===== src/rtl/seg_scan.sv =====
// Four-digit common-anode seven-segment scan driver: frame-synchronous input
// snapshot, per-slot anode guard interval and frame-counted blink blanking.
module seg_scan #(
  parameter int SCAN_DIV     = 25000,
  parameter int GUARD        = 64,
  parameter int BLINK_FRAMES = 125
) (
  input  logic        clk,
  input  logic        rst,
  input  logic [19:0] disp,
  input  logic [3:0]  dp,
  input  logic [3:0]  blink,
  output logic [6:0]  seg,
  output logic        dp_n,
  output logic [3:0]  an
);

  localparam int CW = $clog2(SCAN_DIV);
  localparam int BW = (BLINK_FRAMES > 1) ? $clog2(BLINK_FRAMES) : 1;
  localparam logic [CW-1:0] CNT_LAST  = CW'(SCAN_DIV - 1);
  localparam logic [CW-1:0] CNT_GUARD = CW'(GUARD);
  localparam logic [BW-1:0] BCNT_LAST = BW'(BLINK_FRAMES - 1);

  // Character code to active-low {g,f,e,d,c,b,a}; code 31 is blank.
  function automatic logic [6:0] decode(input logic [4:0] code);
    logic [6:0] s;
    case (code)
      5'd0:    s = 7'h40;
      5'd1:    s = 7'h79;
      5'd2:    s = 7'h24;
      5'd3:    s = 7'h30;
      5'd4:    s = 7'h19;
      5'd5:    s = 7'h12;
      5'd6:    s = 7'h02;
      5'd7:    s = 7'h78;
      5'd8:    s = 7'h00;
      5'd9:    s = 7'h10;
      5'd10:   s = 7'h08;
      5'd11:   s = 7'h03;
      5'd12:   s = 7'h46;
      5'd13:   s = 7'h21;
      5'd14:   s = 7'h06;
      5'd15:   s = 7'h0E;
      5'd16:   s = 7'h09;
      5'd17:   s = 7'h47;
      5'd18:   s = 7'h0C;
      5'd19:   s = 7'h23;
      5'd20:   s = 7'h2B;
      5'd21:   s = 7'h63;
      5'd22:   s = 7'h07;
      5'd23:   s = 7'h11;
      5'd24:   s = 7'h3F;
      5'd25:   s = 7'h2F;
      5'd26:   s = 7'h77;
      5'd27:   s = 7'h61;
      5'd28:   s = 7'h42;
      5'd29:   s = 7'h41;
      5'd30:   s = 7'h37;
      default: s = 7'h7F;
    endcase
    return s;
  endfunction

  logic [CW-1:0] r_cnt;
  logic [1:0]    r_idx;
  logic [BW-1:0] r_bcnt;
  logic          r_phase;
  logic [19:0]   r_disp;
  logic [3:0]    r_dp;
  logic [3:0]    r_blink;
  logic [6:0]    r_seg_p1;
  logic          r_dpn_p1;
  logic [3:0]    r_an_p1;

  logic          w_cnt_wrap;
  logic          w_frame_start;
  logic          w_frame_end;
  logic [4:0]    w_code;
  logic          w_dark;
  logic [6:0]    w_seg;
  logic          w_dpn;
  logic [3:0]    w_an;

  assign w_cnt_wrap    = (r_cnt == CNT_LAST);
  assign w_frame_start = (r_cnt == '0) && (r_idx == 2'd0);
  assign w_frame_end   = w_cnt_wrap && (r_idx == 2'd3);

  always_comb begin
    w_code = r_disp[4:0];
    case (r_idx)
      2'd1:    w_code = r_disp[9:5];
      2'd2:    w_code = r_disp[14:10];
      2'd3:    w_code = r_disp[19:15];
      default: w_code = r_disp[4:0];
    endcase
  end

  // Guard keeps all anodes off at the start of each slot; blink blanking also kills dp.
  assign w_dark = (r_cnt < CNT_GUARD) || (r_phase && r_blink[r_idx]);
  assign w_an   = w_dark ? 4'hF : ~(4'b0001 << r_idx);
  assign w_seg  = w_dark ? 7'h7F : decode(w_code);
  assign w_dpn  = w_dark ? 1'b1 : ~r_dp[r_idx];

  always_ff @(posedge clk) begin
    if (rst) begin
      r_cnt    <= '0;
      r_idx    <= 2'd0;
      r_bcnt   <= '0;
      r_phase  <= 1'b0;
      r_disp   <= {4{5'd31}};
      r_dp     <= 4'h0;
      r_blink  <= 4'h0;
      r_seg_p1 <= 7'h7F;
      r_dpn_p1 <= 1'b1;
      r_an_p1  <= 4'hF;
    end else begin
      if (w_cnt_wrap) begin
        r_cnt <= '0;
        r_idx <= r_idx + 2'd1;
      end else begin
        r_cnt <= r_cnt + CW'(1);
      end

      if (w_frame_start) begin
        r_disp  <= disp;
        r_dp    <= dp;
        r_blink <= blink;
      end

      if (w_frame_end) begin
        if (r_bcnt == BCNT_LAST) begin
          r_bcnt  <= '0;
          r_phase <= ~r_phase;
        end else begin
          r_bcnt <= r_bcnt + BW'(1);
        end
      end

      // Stage p1: registered display drive, one cycle behind the counters.
      r_seg_p1 <= w_seg;
      r_dpn_p1 <= w_dpn;
      r_an_p1  <= w_an;
    end
  end

  assign seg  = r_seg_p1;
  assign dp_n = r_dpn_p1;
  assign an   = r_an_p1;

endmodule


===== config.mk =====
export PLATFORM = sky130hd
export DESIGN_NAME = seg_scan
export DESIGN_NICKNAME = d
export VERILOG_FILES = /design/src/rtl/seg_scan.sv
export SDC_FILE = /design/constraint.sdc
export NUM_CORES = 1
export LEC_CHECK = 0
export ABC_AREA = 1
export CAP_MARGIN = 20
export CORE_ASPECT_RATIO = 1.4
export CORE_MARGIN = 1
export CORE_UTILIZATION = 52
export CTS_BUF_LIST = sky130_fd_sc_hd__clkbuf_8
export CTS_CLUSTER_DIAMETER = 60
export DETAILED_ROUTE_END_ITERATION = 6
export PLACE_DENSITY = 0.85
export SYNTH_ARGS = -nofsm -noshare
export SYNTH_HDL_FRONTEND = slang
export SYNTH_SLANG_ARGS = --single-unit
export TNS_END_PERCENT = 100

===== constraint.sdc =====
create_clock -name clk -period 2.4 [get_ports clk]
set_clock_uncertainty 0.05 [all_clocks]
set_input_delay 0.36 -clock clk [delete_from_list [all_inputs] [get_ports clk]]
set_output_delay 0.36 -clock clk [all_outputs]
set_load 0.03 [all_outputs]

==> impl_metrics.yaml <==
final_layout:
  nNetsFinal: 598
  synthToLayoutAreaGrowth_pct: 18.4
  drive_gt1_share_pct: 9.35
  layout.cells.non_filler: 630
  final_core_util_pct: 63.5
  layout_commonest_cell: "nand2_1"
  num_antenna_cells: 0
  final_cell_mix: "nand2_1 (155), nand3_1 (73), dfxtp_1 (64), nor2_1 (49), clkdlybuf4s50_1 (41)"
clock_network:
  cts_tree: "built"
  clock_latency_ns: 0.35
  clkSinkCount: 65
  cts_setup_buffers: 0
  numCtsBuffers: 9
  post_cts_resized: 0
  cts_hold_buffers: 0
  cts_buffer_depth: 2
  htree_levels: 3
  cts-root-buf: "clkbuf_8"
  clkTransAtPathRegs_ns: 0.07
place:
  io_buffers: 41
  detailedPlacementHpwl_um: 6510
  place_congestion: 0.945
  place_ws_ns: 0.174
  post-place-cells: 615
synthesis:
  synth_nets: 552
  netlist_area_um2: 3500
  synth_area_leaders: "dfxtp_1 (37%), nand2_1 (17%), nand3_1 (10%)"
  synth_seq_cells: 65
  synth-xor-area-share_pct: 2.25
  synth-simple-area-share_pct: 39.0
  syn_inst: 506
  synth_mux_area_share_pct: 0
  synthAdderAreaFrac_pct: 5.72
  ys_seq_area_share_pct: 37.2
  synth_top_flop_cell: "dfxtp_1"
  ys_types: 33
  synth_top_family_by_area: "simple AND/OR/NAND/NOR gates"
  synth-compound-area-share_pct: 8.47
  synthArstFlopShare_pct: 0
  synth_top_area_share_pct: 37.2
  ys_warn_count: 0
  avgSynthCellArea_um2: 6.92
  synth.largest_area_cell: "dfxtp_1"
  synth_edf_count: 0
die:
  die_w_um: 71.3
  rows: 35
  start_util_pct: 53.7
  die_area_um2: 7070
  ios: 42
  fp.dieH_um: 99.1
  core_area_um2: 6530
sta:
  max_freq_mhz: 468
  finalSetupViolCount: 0
  worst_pin_slew_ns: 0.528
  final-hold-violation-count: 0
  maxSlewHeadroom_pct: 64.8
  fin_setup_tns_ns: 0
  period_share_pct: 89.0
  rsz0062_at_grt: "false"
  min_period_ns: 2.14
  drv_slew: 0
  fin_ws_ns: 0.263
route:
  postRouteWirelength_um: 8670
  dr.pass1.iters: 7
  drcViolationCount: 3
  routed_via_density: 5.44
  vias: 3427
  ant_nets: 0
  drt_iter0_drc: 180
  post_drt_wl_per_cell_um: 13.8
critical_path:
  cp_max_fo: 8
  critPathTopFamily: "adder cells"
  slowest_stage: "dfxtp_1"
  cp-start-kind: "flop"
  required_ns: 2.59
  worstPathCellList: "inv_1 -> ha_1 -> inv_2 -> nand2_1 -> o21ai_4 -> buf_4 -> ha_1 -> nand3_1 -> nand3_1 -> nand3_1 -> nand3_1"
  cp.arrival_ns: 2.32
  crit_buf_inv: 3
  cp-end-kind: "flop"
  slowest_delay_ns: 0.42
  crit_top_cell: "nand3_1"
  crit_type: "flop to flop"
power_and_ir_drop:
  power_frac_seq_pct: 48.9
  cellPowerDensity_nw_per_um2: 585
  sw_frac_of_total_pct: 30.3
  p_int_mw: 1.69
  p_switching_uw: 735
  irDropWorstVdd_mv: 0.360
  comb_power_share_pct: 18.7
  power.leakage_nw: 1.75
  p_clk_share_pct: 32.3
global_route:
  grt_antenna_before_repair: 0
  grt_use_total_pct: 25.7
  grt_pass1_vias: 3251
  gr-total-overflow: 0
  grt_max_degree: 27
  grt_pass1_wl_um: 14100
job:
  cap_violations: 0
run_status:
  outcome: "complete, but fails checks"
  violations: "design-rule violations"
worst_hold_path:
  min-delay-path-class: "flop to flop"
## path summary, 6_finish.rpt
path	endpoint	slack, ns	cells past startpoint	start
hold reg to reg	r_cnt[0]	0.40	1	r_cnt[0]
setup reg to reg	seg[3]	0.26	11	r_idx[1]
setup / recovery	seg[3]	0.26	11	r_idx[1]
hold / removal	r_cnt[0]	0.40	1	r_cnt[0]
## cells by family (layout without fill, tap and decap cells)
| family | count (synthesis) | in the layout |
|---|---|---|
| DFF | 65 | 65 |
| xor gates and xnor gates | 9 | 9 |
| AOI/OAI and AO/OA | 49 | 49 |
| buffers and inverters | 57 | 107 |
| adders and majority gates | 16 | 16 |
| and+or+nand+nor | 310 | 310 |
## Yosys cell counts, types with 2 or more instances
library cell,instances
nand2_1,155
nor3_1,12
dfxtp_1,65
buf_2,2
clkbuf_1,5
xor2_1,8
inv_1,35
buf_4,4
o21ai_0,19
o21ai_4,2
nand2_2,3
nor3_2,3
nor2_4,3
o21bai_1,2
inv_2,5
a21oi_1,21
nand3_1,73
nor2_1,50
ha_1,16
buf_6,3
nand4_1,8
## power groups by stage
stage / Combinational, mW / Sequential [mW] / Clock (mW)
after floorplan: 0.335 / 1.19 / 0
after global placement: 0.437 / 1.21 / 0
after detailed placement: 0.446 / 1.21 / 0
after CTS: 0.449 / 1.18 / 0.799
after global routing: 0.513 / 1.19 / 0.850
final: 0.453 / 1.19 / 0.784
## stage by stage
step | cell area, um^2 | total power, mW | hold slack (ns)
finish | 4150 | 2.42 | 0.398
global route | 4150 | 2.55 | 0.436
CTS | 4140 | 2.43 | 0.405
detailed placement | 3980 | 1.65 | 0.389
global placement | 3980 | 1.65 | 0.380
floorplan | 3500 | 1.53 | 0.367
## flip-flops by register name (all words and copies together), names as in the netlist
name / cells
r_blink: 4
seg: 7
r_phase: 1
dp_n: 1
r_cnt: 15
r_idx: 2
r_dp: 4
an: 4
r_disp: 20
r_bcnt: 7
## worst reg2reg max path, stage by stage, from the launching register on
cell	delay, ns
dfxtp_1	0.42
inv_1	0.12
ha_1	0.25
inv_2	0.13
nand2_1	0.10
o21ai_4	0.15
buf_4	0.17
ha_1	0.27
nand3_1	0.10
nand3_1	0.08
nand3_1	0.11
nand3_1	0.08
## cell type report
cell class	instances	area [um^2]
Tap cell	74	92.6
Inverter	42	161
Timing Repair Buffer	50	478
Fill cell	604	2380
Clock buffer	9	124
Clock inverter	6	36.3
Multi-Input combinational cell	384	1950
Sequential cell	65	1300
## per-layer routing
layer	global-route usage, %	routed length [um]
met2	47.8	4730
met3	3.68	324
met1	26.5	3270
met5	0	0
met4	16.0	351
No activity file was read; power rests on OpenSTA's default activity.
